<file path="src/rtl/uart_rx.sv">
// UART receiver: 2-flop synchronized line, 3-sample majority per bit, LSB-first
// deserialization, optional parity check and registered one-cycle result strobes.
module uart_rx #(
  parameter int DATA_WIDTH = 8
) (
  input  logic                  CLK,
  input  logic                  RST,
  input  logic                  RX_IN,
  input  logic [5:0]            Prescale,
  input  logic                  PAR_EN,
  input  logic                  PAR_TYP,
  output logic [DATA_WIDTH-1:0] P_Data,
  output logic                  Data_Valid,
  output logic                  Parity_Error,
  output logic                  Stop_Error,
  output logic                  Busy
);

  localparam int BW = (DATA_WIDTH > 1) ? $clog2(DATA_WIDTH) : 1;

  typedef enum logic [2:0] {IDLE, START, DATA, PARITY, STOP} state_t;

  state_t                state;
  logic                  rx_meta, rx_s;
  logic [5:0]            edge_cnt;
  logic [BW-1:0]         bit_cnt;
  logic [DATA_WIDTH-1:0] shreg;
  logic                  samp_a, samp_b, bit_val;
  logic                  par_en_q, par_typ_q, par_fail;
  logic                  resolve, stop_bad;

  logic [5:0] half;
  logic       last_edge;
  logic       vote;

  assign half      = {1'b0, Prescale[5:1]};
  assign last_edge = (edge_cnt == Prescale - 6'd1);
  assign vote      = (samp_a & samp_b) | (samp_a & rx_s) | (samp_b & rx_s);

  always_ff @(posedge CLK or negedge RST) begin
    if (!RST) begin
      rx_meta <= 1'b1;
      rx_s    <= 1'b1;
    end else begin
      rx_meta <= RX_IN;
      rx_s    <= rx_meta;
    end
  end

  always_ff @(posedge CLK or negedge RST) begin
    if (!RST) begin
      state        <= IDLE;
      edge_cnt     <= '0;
      bit_cnt      <= '0;
      shreg        <= '0;
      samp_a       <= 1'b1;
      samp_b       <= 1'b1;
      bit_val      <= 1'b1;
      par_en_q     <= 1'b0;
      par_typ_q    <= 1'b0;
      par_fail     <= 1'b0;
      resolve      <= 1'b0;
      stop_bad     <= 1'b0;
      P_Data       <= '0;
      Data_Valid   <= 1'b0;
      Parity_Error <= 1'b0;
      Stop_Error   <= 1'b0;
      Busy         <= 1'b0;
    end else begin
      Data_Valid   <= 1'b0;
      Parity_Error <= 1'b0;
      Stop_Error   <= 1'b0;
      resolve      <= 1'b0;
      Busy         <= (state != IDLE);

      // Frame verdict is issued one cycle after STOP exits, so it can overlap
      // the detection cycle of a back-to-back start bit.
      if (resolve) begin
        Stop_Error   <= stop_bad;
        Parity_Error <= par_fail;
        if (!stop_bad && !par_fail) begin
          Data_Valid <= 1'b1;
          P_Data     <= shreg;
        end
      end

      if (state != IDLE) begin
        edge_cnt <= last_edge ? 6'd0 : edge_cnt + 6'd1;
        if (edge_cnt == half - 6'd1) samp_a  <= rx_s;
        if (edge_cnt == half)        samp_b  <= rx_s;
        if (edge_cnt == half + 6'd1) bit_val <= vote;
      end

      case (state)
        IDLE: begin
          if (!rx_s) begin
            state     <= START;
            edge_cnt  <= 6'd1;
            bit_cnt   <= '0;
            par_en_q  <= PAR_EN;
            par_typ_q <= PAR_TYP;
            par_fail  <= 1'b0;
          end
        end
        START: begin
          if (last_edge) state <= bit_val ? IDLE : DATA;
        end
        DATA: begin
          if (last_edge) begin
            shreg <= {bit_val, shreg[DATA_WIDTH-1:1]};
            if (bit_cnt == BW'(DATA_WIDTH - 1)) begin
              bit_cnt <= '0;
              state   <= par_en_q ? PARITY : STOP;
            end else begin
              bit_cnt <= bit_cnt + 1'b1;
            end
          end
        end
        PARITY: begin
          if (last_edge) begin
            par_fail <= (bit_val != (^shreg ^ par_typ_q));
            state    <= STOP;
          end
        end
        STOP: begin
          if (last_edge) begin
            state    <= IDLE;
            resolve  <= 1'b1;
            stop_bad <= ~bit_val;
          end
        end
        default: state <= IDLE;
      endcase
    end
  end

endmodule

</file>
<file path="config.mk">
export PLATFORM = sky130hd
export DESIGN_NAME = uart_rx
export DESIGN_NICKNAME = d
export VERILOG_FILES = /design/src/rtl/uart_rx.sv
export SDC_FILE = /design/constraint.sdc
export NUM_CORES = 1
export LEC_CHECK = 0
export BUFFER_PORTS_ARGS = -buffer_cell sky130_fd_sc_hd__buf_4
export CORE_MARGIN = 2
export CORE_UTILIZATION = 40
export CTS_CLUSTER_SIZE = 16
export DETAILED_ROUTE_END_ITERATION = 6
export PLACE_DENSITY = 0.64
export SLEW_MARGIN = 20
export SYNTH_ARGS = -nofsm -noshare
export SYNTH_HDL_FRONTEND = slang
export SYNTH_SLANG_ARGS = --single-unit
</file>
<file path="constraint.sdc">
create_clock -name CLK -period 2.88 [get_ports CLK]
set_clock_uncertainty 0.05 [all_clocks]
set_input_delay 0.288 -clock CLK [delete_from_list [all_inputs] [get_ports CLK]]
set_output_delay 0.288 -clock CLK [all_outputs]
set_load 0.01 [all_outputs]
</file>
# ---- Yosys cells after proc, flatten, opt, wreduce, memory -nomap -nowiden
# Cells that the tools add are included.
# W data, S select, Z words.
dict set report word_totals {
  ff_bits 42
  wordCells 92
}
dict set report op_classes {
  n_addsub 5
  n_eq_ne 16
  muxes 26
  bitwise_logic 8
  reduce_logical 18
}
# operator count
set ops {}
lappend ops {{$mux W3} 10}
lappend ops {{$mux W6} 4}
lappend ops {{$eq A6 B6 Y1} 3}
lappend ops {{$pmux W3 S5} 1}
lappend ops {{$reduce_and A2 Y1} 7}
lappend ops {{$ne A2 B2 Y1 const B} 6}
lappend ops {{$mux W1} 8}
lappend ops {{$reduce_xor A8 Y1} 1}
lappend ops {{$add A5 B1 Y6 const B} 1}
lappend ops {{$add A6 B1 Y6 const B} 1}
lappend ops {{$eq A3 B2 Y1 const B} 2}
lappend ops {{$eq A3 B3 Y1 const B} 2}
lappend ops {{$eq A6 B5 Y1} 1}
lappend ops {{$pmux W3 S2} 1}
lappend ops {{$reduce_and A3 Y1} 2}
lappend ops {{$reduce_and A6 Y1} 1}
lappend ops {{$sub A5 B1 Y6 const B} 1}
lappend ops {{$sub A6 B1 Y6 const B} 1}
lappend ops {{$reduce_bool A2 Y1} 2}
lappend ops {{$add A3 B1 Y3 const B} 1}
lappend ops {{$and A1 B1 Y1} 3}
lappend ops {{$eq A3 B1 Y1 const B} 1}
lappend ops {{$logic_not A3 Y1} 1}
lappend ops {{$reduce_bool A3 Y1} 1}
lappend ops {{other kinds (8)} 11}

# ---- Longest topological paths before layout
# Gate-level depths: netlist of run 1.
dict set report depth {
  depth_word 6
  depth_mapped 10
}

# ---- Worst setup path before layout of run 1
# Ideal clock, no wire load.
dict set report synth_path {
  kind {input -> register}
  from {in Prescale[2]}
  to {reg bit_cnt[1]}
  arrival_ns 2.086
  required_ns 2.705
  path_slack_ns 0.619
  path_stages 10
  n_path_buf 2
  cell_sequence {buf_6 inv_2 ha_1 a21boi_1 xnor2_1 nand3_1 a211oi_2 and4bb_1 buf_6 mux2_4}
}
dict set report synth_via {
  elab_chain_len 4
}
# item line_no
set synth_rtl {}
lappend synth_rtl {{start, declared} 9} ;# input logic [5:0] Prescale,
lappend synth_rtl {{$sub A6 B1 Y6} 37} ;# assign last_edge = (edge_cnt == Prescale - 6'd1);
lappend synth_rtl {{$eq A6 B6 Y1} 37}
lappend synth_rtl {{$ne A2 B2 Y1 (no line)} n/a}
lappend synth_rtl {{$reduce_and A3 Y1 (no line)} n/a}
lappend synth_rtl {{end signal, assigned} 115} ;# bit_cnt <= bit_cnt + 1'b1;
lappend synth_rtl {{end, declared} 26} ;# logic [BW-1:0] bit_cnt;
# No other way between the ends.
# A chain may end at the register's enable or synchronous reset.

# ---- Worst setup path in the final report of run 1
dict set report layout_path {
  from {reg edge_cnt[2]}
  to {reg shreg[0]}
}
dict set report layout_via {
  elab_chain_len 2
}
# item line_no
set layout_rtl {}
lappend layout_rtl {{start, declared} 25} ;# logic [5:0] edge_cnt;
lappend layout_rtl {{start signal, assigned} 88} ;# edge_cnt <= last_edge ? 6'd0 : edge_cnt + 6'd1;
lappend layout_rtl {{$eq A6 B6 Y1} 37}
lappend layout_rtl {{$reduce_and A2 Y1 (no line)} n/a}
lappend layout_rtl {{end signal, assigned} 110} ;# shreg <= {bit_val, shreg[DATA_WIDTH-1:1]};
lappend layout_rtl {{end, declared} 27} ;# logic [DATA_WIDTH-1:0] shreg;
# No other way between the ends.

==> results.yml, run 1 <==
drt:
  drc_errors: 0
  post_drt_wl_per_cell_um: 13.2
  routed_via_density: 5.16
  num_vias: 1549
  drt_wl_total_um: 3970
  drtIter0Drc: 90
  postRouteAntennaNets: 0
  dr.pass1.iters: 4
critical_path:
  slowest_delay_ns: 0.52
  cp_top_family: "compound AO/OA/AOI/OAI gates"
  crit_slowest_cell: "dfrtp_1"
  setup.worst_path.class: "register to register"
  startpoint: "edge_cnt[2]"
  critPathMaxFanout: 12
  crit_arrival_ns: 2.28
  worstRegToRegCells: 6
  path_cells: "o211a_1 > a211o_1 > a211oi_2 > and4bb_1 > buf_4 > mux2_1"
  critPathCaptureType: "register"
  startpoint_type: "register"
  worstPathRequired_ns: 3.01
  cp.depth: 6
  r2r-start: "edge_cnt[2]"
  crit_buf_inv: 1
run:
  cap_violations: 0
synth:
  yosysUniqueCellTypes: 47
  syn_area_um2: 2310
  post_synth.cell_area_avg_um2: 11.2
  synth_seq_cells: 42
  synthArstFlopShare_pct: 100
  synthTopCellsByArea: "dfrtp_1 40%, xnor2_1 6.1%, mux2_4 5.8%"
  synth_fp_nets: 224
  synth_edf_count: 0
  ys_seq_area_share_pct: 45.7
  synth_top_area_share_pct: 40.0
  synth_ff_type: "dfrtp_1"
  synth_top_area_cell: "dfrtp_1"
  synth_cells: 206
  yosys_warnings: 0
power:
  p_clk_share_pct: 22.3
  p_switching_mw: 0.589
  seqPwrFrac_pct: 49.0
  swShare_pct: 33.8
  leakagePower_nw: 1.21
  power_density_nw_per_um2: 662
  intPower_mw: 1.15
  ir_drop_v: 0.000257
  combPwrFrac_pct: 28.7
clock_network:
  cts_setup_buffers: 0
  clk_pin_slew_ns: 0.08
  clock-sinks: 42
  clkLatencyLatePin_ns: 0.29
  cts_tree: "done"
  h-tree-depth: 2
  cts_root_buf: "clkbuf_8"
  clockBufferDepth: 2
  cts_buffers: 5
place:
  dp_hpwl_um: 2910
  place_area_um2: 2520
  gp_congestion: 0.886
  portBuffers: 22
global_route:
  grt_most_used_layer: "met2"
  grt_pass1_vias: 1533
  use_met2_pct: 21.8
  grt_pass1_wl_um: 6990
  grt_use_total_pct: 13.9
  grtUsageMet1_pct: 18.6
  grt-ovfl-total: 0
  grt_start_max_net_pins: 43
  antenna_found_initial: 0
  grt_use_met3_pct: 2.94
sta:
  fin_crit_sh_pct: 74.8
  finalHoldViolCount: 0
  grt_setup_unrepaired: "false"
  finalCriticalPeriod_ns: 2.15
  final.setup.tns_ns: 0
  worst_pin_slew_ns: 0.662
  final-setup-viol-count: 0
  slew_violations: 0
  relSlewSlack_pct: 55.5
  fmaxAchievable_mhz: 465
floorplanning:
  start_util_pct: 41.7
  dieArea_um2: 6400
  num_rows: 27
  die_w_um: 80.0
  core_area_um2: 5540
  dieHeight_um: 80.0
  io_pins: 23
min_path:
  hold_depth: 1
  worstHoldStart: "RX_IN"
  hp-class: "input port to register"
layout:
  final_cell_area_um2: 2630
  final_cell_mix: "37 x dfrtp_1, 25 x buf_4, 16 x xnor2_1, 15 x nand2_1"
  drive_above_1_share_pct: 28.9
  antenna_cells: 0
  final_common_cell: "dfrtp_1"
  syn_to_final_growth_pct: 13.7
  layout.nets: 245
run_status:
  outcome: "finished clean"
==> timing repair <==
action | in CTS | in global routing
endpoints found under the hold margin | 37 | 0
hold buffers | 1 | 0
gates resized for setup | 0 | 0
==> final timing paths <==
| path | end | slack (ns) |
|---|---|---|
| max | shreg[0] | 0.73 |
| min in group asynchronous | P_Data[1] | 0.46 |
| max in group asynchronous | bit_val | 1.94 |
| max reg2reg | shreg[0] | 0.73 |
| min | rx_meta | 0.05 |
| min reg2reg | rx_s | 0.31 |
==> kinds of logic (layout without fill, tap and decap cells) <==
logic type / Yosys count / in the layout / share of synthesized area (%)
AOI/OAI and AO/OA: 24 / 24 / 7.52
buffers and inverters: 19 / 41 / 3.95
xor gates and xnor gates: 28 / 28 / 10.6
adders and majority gates: 8 / 8 / 4.22
DFF: 42 / 42 / 45.7
and+or+nand+nor: 60 / 60 / 14.4
muxes: 25 / 25 / 13.5
==> flip-flops by register name, indices dropped and copies added (netlist names) <==
signal	flops
Busy	1
Data_Valid	1
P_Data	8
Parity_Error	1
Stop_Error	1
bit_cnt	3
bit_val	1
edge_cnt	6
par_en_q	1
par_fail	1
par_typ_q	1
resolve	1
rx_meta	1
rx_s	1
samp_a	1
samp_b	1
shreg	8
state	3
stop_bad	1
==> metal layers <==
layer	vias to the layer above	share of wire (%)
met5	-	0
met2	23	47
met4	0	2.2
met3	11	2.4
met1	752	49
li1	763	-
==> synthesized netlist by cell type, types with 2 or more instances <==
| master | number |
|---|---|
| dfrtp_1 | 37 |
| xnor2_1 | 16 |
| nand2_1 | 15 |
| mux2_2 | 12 |
| xor2_1 | 12 |
| mux2_4 | 9 |
| nor2_1 | 8 |
| ha_1 | 7 |
| o21ai_0 | 7 |
| clkbuf_1 | 6 |
| dfstp_2 | 5 |
| inv_1 | 5 |
| nand3_1 | 5 |
| and2_1 | 4 |
| nand4_1 | 4 |
| nor2b_1 | 4 |
| buf_2 | 3 |
| nand4b_1 | 3 |
| nor3_1 | 3 |
| o211ai_1 | 3 |
| or2_2 | 3 |
| or4_1 | 3 |
| a31oi_1 | 2 |
| and3_1 | 2 |
| buf_6 | 2 |
| inv_2 | 2 |
| mux2_1 | 2 |
| mux2i_1 | 2 |
| o311ai_0 | 2 |
==> worst register-to-register path: stages, from the launching register on <==
cell      delay, ns
dfrtp_1        0.52
o211a_1        0.17
a211o_1        0.27
a211oi_2       0.25
and4bb_1       0.22
buf_4          0.23
mux2_1         0.34
==> power groups by stage <==
| stage | logic, mW | registers [mW] | clock network [mW] |
|---|---|---|---|
| floorplan | 0.477 | 0.769 | 0 |
| global placement | 0.495 | 0.865 | 0 |
| detailed placement | 0.503 | 0.865 | 0 |
| CTS | 0.506 | 0.854 | 0.400 |
| global route | 0.572 | 0.877 | 0.432 |
| finish | 0.500 | 0.853 | 0.388 |
==> metrics by stage <==
| stage | setup WS (ns) | hold slack, ns | power (mW) | utilization, % | cells |
|---|---|---|---|---|---|
| 2_1_floorplan | 0.619 | -0.0576 | 1.25 | - | 206 |
| 3_3_place_gp | 0.451 | 0.259 | 1.36 | 45.6 | 291 |
| 3_5_place_dp | 0.414 | 0.261 | 1.37 | 45.6 | 291 |
| 4_1_cts | 0.713 | 0.0399 | 1.76 | 47.5 | 300 |
| 5_1_grt | 0.533 | 0.0353 | 1.88 | 47.5 | 300 |
| 6_report | 0.727 | 0.0498 | 1.74 | 47.5 | 300 |
==> final cells by class <==
class,count,area (um^2)
sequential,42,1060
timing repair buffer,26,198
fill,536,2910
inverter,7,26.3
tap,72,90.1
multi-input combinational,145,1160
clock buffer,6,82.6
clock inverter,2,12.5
Note: power is estimated with default switching activity, not from simulation.
==> inputs of run 2 (changes only) <==
clock period = 2.1 ns   (was 2.88 ns; I/O delays follow)
==> run 2 against run 1 <==
Against the previous run: count of clock-buffer cells in the layout grew 1; combinational power grew 89%; wire length grew 10%; non-clock buffer count grew 19; power grew 53%.
==> results.yml, run 2 (same netlist as run 1, synthesis figures left out) <==
drt:
  dr.pass1.iters: 4
  drtIter0Drc: 89
  drc_errors: 0
  routed_via_density: 5.08
  postRouteAntennaNets: 0
  post_drt_wl_per_cell_um: 13.7
  num_vias: 1619
  drt_wl_total_um: 4370
clock_network:
  clock-sinks: 42
  clkLatencyLatePin_ns: 0.30
  cts_root_buf: "clkbuf_8"
  cts_buffers: 5
  clk_pin_slew_ns: 0.08
  cts_resized: 0
  cts_tree: "done"
  h-tree-depth: 2
  clockBufferDepth: 2
min_path:
  worstHoldStart: "PAR_EN"
  hp-class: "input port to register"
  hold_end: "par_en_q"
  hold_depth: 3
place:
  place_area_um2: 2700
  dp_hpwl_um: 3140
  dp_slack_ns: -0.181
  gp_congestion: 0.826
  portBuffers: 22
global_route:
  grt_use_total_pct: 15.3
  antenna_found_initial: 0
  grt-ovfl-total: 0
  grt_pass1_wl_um: 7510
  grt_pass1_vias: 1574
  grt_start_max_net_pins: 43
sta:
  finalCriticalPeriod_ns: 2.01
  fin_crit_sh_pct: 95.5
  worst_pin_slew_ns: 0.520
  final-setup-viol-count: 0
  relSlewSlack_pct: 65.4
  fmaxAchievable_mhz: 499
  finalHoldViolCount: 0
  slew_violations: 0
  grt_setup_unrepaired: "false"
  timing.final.ws_setup_ns: 0.0941
layout:
  seq_area_um2: 1060
  antenna_cells: 0
  final_common_cell: "buf_4"
  final_cell_mix: "42 x buf_4, 37 x dfrtp_1, 16 x xnor2_1, 15 x nand2_1"
  multi_input_area_um2: 1190
  drive_above_1_share_pct: 34.8
  largest_registers: "P_Data: 8 flops, shreg: 8 flops, edge_cnt: 6 flops"
  layout.nets: 264
  n_fill_cell: 512
  syn_to_final_growth_pct: 22.3
  final_cell_area_um2: 2830
floorplanning:
  die_w_um: 80.0
  start_util_pct: 41.7
  dieHeight_um: 80.0
  dieArea_um2: 6400
  io_pins: 23
  core_area_um2: 5540
  num_rows: 27
power:
  swShare_pct: 32.2
  leakagePower_nw: 1.31
  combPwrFrac_pct: 35.7
  p_clk_share_pct: 23.6
  p_switching_mw: 0.855
  ir_drop_v: 0.000556
  power_density_nw_per_um2: 939
  intPower_mw: 1.80
  seqPwrFrac_pct: 40.8
critical_path:
  critPathCaptureType: "register"
  worstPathRequired_ns: 2.23
  ff2ff_setup_slack_ns: 0.09
  r2r-start: "edge_cnt[4]"
  setup.worst_path.class: "register to register"
  timing.rr.end: "shreg[7]"
  crit_arrival_ns: 2.13
  worstRegToRegCells: 6
  startpoint_type: "register"
  critPathMaxFanout: 11
run_status:
  outcome: "finished clean"
run:
  cap_violations: 0
## run 2: final cells by class
cell class	instances	share of cell area, %
timing repair buffer	45	12.6
tap	72	3.19
clock inverter	1	1.06
inverter	7	0.929
multi-input combinational	145	42.2
clock buffer	7	2.70
sequential	42	37.4
## run 2: power groups by stage
stage	clock (mW)	sequential, mW	combinational, mW
floorplan	0	1.06	0.659
global placement	0	1.10	0.920
detailed placement	0	1.10	0.941
CTS	0.645	1.08	0.951
global route	0.677	1.10	1.06
finish	0.626	1.08	0.947
## run 2: timing repair
item | 4_1_cts | 5_1_grt
setup buffers | 0 | 0
hold buffers | 2 | 0
hold endpoints to repair | 38 | 0
## run 2: critical path, stage by stage (launching register included)
cell and delay [ns]:
dfrtp_1 0.41, xor2_1 0.18, a211o_1 0.24, a211oi_2 0.26, and4bb_1 0.28, buf_12 0.16, mux2_4 0.31
## run 2: worst max path at each step
stage,start,endpoint,slack (ns),cells after the start
6_report,edge_cnt[4],shreg[7],0.09,6
4_1_cts,edge_cnt[4],shreg[0],0.08,6
5_1_grt,edge_cnt[2],shreg[0],0.008,6
2_1_floorplan,Prescale[1],bit_cnt[1],0.002,9
3_5_place_dp,Prescale[1],shreg[0],-0.18,10
3_3_place_gp,Prescale[1],shreg[0],-0.16,10
## run 2: per-stage QoR
| stage | util [%] | hold slack [ns] | instances | TNS (ns) | total power, mW |
|---|---|---|---|---|---|
| floorplan | - | -0.136 | 206 | 0 | 1.71 |
| global placement | 48.8 | 0.184 | 309 | -1.54 | 2.02 |
| detailed placement | 48.8 | 0.178 | 309 | -1.86 | 2.04 |
| CTS | 51.0 | 0.0732 | 319 | 0 | 2.68 |
| global route | 51.0 | 0.0990 | 319 | 0 | 2.84 |
| finish | 51.0 | 0.0823 | 319 | 0 | 2.66 |
## run 2: metal layers
metal  wire, um  vias to the layer above  part of all wire, %  global-route usage (%)
met2       1990                       21                   46                    22.9
met5          0                        -                    0                       0
met1       2180                      793                   50                    21.6
li1           -                      799                    -                       -
met4         70                        0                  1.6                    5.59
met3        123                        6                  2.8                    3.39
==> inputs of run 3 (changes only) <==
ABC_AREA = 1   (was unset)
==> run 3 against run 2 <==
Against the previous run: hold slack lost 0.015 ns; fmax grew 11%; utilization shrank 3.7 points; worst setup slack gained 0.20 ns; non-clock buffer count shrank 18; cell area shrank 0.80%; critical endpoint unchanged; highest routed layer unchanged.
==> results.yml, run 3 <==
run_status:
  outcome: "finished clean"
sta:
  final.setup.tns_ns: 0
  hold_slack_ns: 0.0674
  grt_setup_unrepaired: "false"
  slew_violations: 0
  finalHoldViolCount: 0
  final-setup-viol-count: 0
  finalCriticalPeriod_ns: 1.81
  relSlewSlack_pct: 65.4
  fin_crit_sh_pct: 86.0
  worst_pin_slew_ns: 0.518
  fmaxAchievable_mhz: 554
critical_path:
  r2r-start: "edge_cnt[0]"
  slowest_delay_ns: 0.50
  crit_slowest_cell: "dfrtp_1"
  startpoint_type: "register"
  worstRegToRegCells: 11
  path_cells: "inv_1 > nand2_1 > nand2_1 > nor2_1 > nand3_1 > nor2_4 > nand2_4 > inv_4 > nand2_4 > nand2_1 > o21ai_2"
  critPathMaxFanout: 16
  critPathCaptureType: "register"
  cp_top_family: "simple AND/OR/NAND/NOR gates"
  crit_arrival_ns: 1.94
  ff2ff_setup_slack_ns: 0.29
  worstPathRequired_ns: 2.23
  timing.rr.end: "shreg[7]"
  setup.worst_path.class: "register to register"
  critPathMostFrequentCell: "nand2_1"
  crit_buf_inv: 2
power:
  ir_drop_v: 0.000470
  seqPwrFrac_pct: 41.5
  leakagePower_nw: 1.43
  fin_total_pwr_mw: 2.67
  intPower_mw: 1.61
  p_switching_mw: 1.06
  p_clk_share_pct: 19.9
  combPwrFrac_pct: 38.6
  power_density_nw_per_um2: 951
  swShare_pct: 39.7
drt:
  drtIter0Drc: 99
  post_drt_wl_per_cell_um: 11.9
  routed_via_density: 4.78
  drc_errors: 0
  postRouteAntennaNets: 0
  num_vias: 1955
  drt_wl_total_um: 4870
  dr.pass1.iters: 4
global_route:
  grt_pass1_wl_um: 8110
  grt_use_total_pct: 15.9
  grt_pass1_vias: 1780
  grt_start_max_net_pins: 43
  grt-ovfl-total: 0
  antenna_found_initial: 0
synth:
  synth_cells: 303
  ys_seq_area_share_pct: 43.4
  synthTopCellsByArea: "dfrtp_1 38%, nand2_1 13%, inv_1 6.3%"
  synthArstFlopShare_pct: 100
  yosys_warnings: 0
  synth_top_area_cell: "dfrtp_1"
  synth_fp_nets: 321
  synth_top_area_share_pct: 38.0
  synth_edf_count: 0
  syn_area_um2: 2440
  yosysUniqueCellTypes: 32
  synth_seq_cells: 42
  synth_ff_type: "dfrtp_1"
  post_synth.cell_area_avg_um2: 8.04
  yosysMostFrequentCell: "nand2_1"
  netlist_top_cells_count: "84 x nand2_1, 41 x inv_1, 37 x dfrtp_1, 21 x nand3_1, 18 x nor2_1"
clock_network:
  h-tree-depth: 2
  cts_buffers: 5
  clockBufferDepth: 2
  clk_pin_slew_ns: 0.08
  cts_tree: "done"
  clock-sinks: 42
  clkLatencyLatePin_ns: 0.29
  cts_root_buf: "clkbuf_8"
  cts_resized: 0
  ctsHoldBuffers: 2
  cts_setup_buffers: 0
floorplanning:
  dieArea_um2: 6730
  start_util_pct: 41.2
  dieHeight_um: 82.1
  num_rows: 28
  die_w_um: 82.1
  core_area_um2: 5920
  io_pins: 23
place:
  dp_hpwl_um: 3740
  gp_congestion: 0.980
  portBuffers: 22
layout:
  multi_input_area_um2: 1180
  antenna_cells: 0
  n_fill_cell: 604
  final_common_cell: "nand2_1"
  drive_above_1_share_pct: 18.6
  seq_area_um2: 1060
  final_cell_mix: "84 x nand2_1, 41 x inv_1, 37 x dfrtp_1, 25 x buf_4, 21 x nand3_1"
  layout.nets: 351
  post-route-util_pct: 47.4
  syn_to_final_growth_pct: 15.1
  largest_registers: "P_Data: 8 flops, shreg: 8 flops, edge_cnt: 6 flops"
min_path:
  hp-class: "input port to register"
  hold_end: "par_en_q"
  hold_depth: 3
  worstHoldStart: "PAR_EN"
run:
  cap_violations: 0
[run 3: worst max path at each step]
stage / start / endpoint / depth (start not counted)
5_1_grt: edge_cnt[0] / shreg[7] / 11
3_5_place_dp: Prescale[1] / shreg[7] / 10
2_1_floorplan: Prescale[1] / shreg[5] / 10
4_1_cts: edge_cnt[0] / shreg[7] / 11
3_3_place_gp: Prescale[1] / shreg[4] / 13
6_report: edge_cnt[0] / shreg[7] / 11
[run 3: power groups by stage]
| stage | Clock (mW) | Sequential (mW) | Combinational (mW) |
|---|---|---|---|
| after floorplan | 0 | 1.08 | 0.759 |
| after global placement | 0 | 1.12 | 1.02 |
| after detailed placement | 0 | 1.12 | 1.02 |
| after CTS | 0.551 | 1.11 | 1.03 |
| after global routing | 0.583 | 1.13 | 1.17 |
| final | 0.530 | 1.11 | 1.03 |
[run 3: tightest hold or removal path, delay by kind of cell]
kind,cells,cell delay [ns]
simple gates,1,0.04
buf+inv,1,0.07
compound gates,1,0.05
[run 3: stage by stage]
step | setup slack [ns] | std cells | area [um^2]
after CTS | 0.301 | 409 | 2810
after global routing | 0.111 | 409 | 2810
after floorplan | 0.443 | 303 | 2440
after detailed placement | 0.161 | 399 | 2690
final | 0.293 | 409 | 2810
after global placement | 0.220 | 399 | 2690
[run 3: kinds of logic after synthesis]
kind of cell               share of synthesized area (%)
and+or+nand+nor                                     27.0
buffers and inverters                               8.37
adders and majority gates                           4.00
xor gates and xnor gates                            8.32
AOI/OAI and AO/OA                                   8.93
DFF                                                 43.4
[run 3: cell type report]
cell class | instances | area share, %
clock buffer | 7 | 3.08
clock inverter | 1 | 0.178
inverter | 47 | 6.38
multi-input combinational | 210 | 41.9
sequential | 42 | 37.7
tap | 75 | 3.35
timing repair buffer | 27 | 7.40
[run 3: metal layers]
| layer | up-vias | GRT usage [%] | share of wire (%) |
|---|---|---|---|
| met5 | - | 0 | 0 |
| met4 | 0 | 5.50 | 1.3 |
| met3 | 6 | 2.75 | 3.5 |
| met2 | 35 | 25.1 | 47 |
| met1 | 896 | 21.8 | 48 |
| li1 | 1018 | - | - |
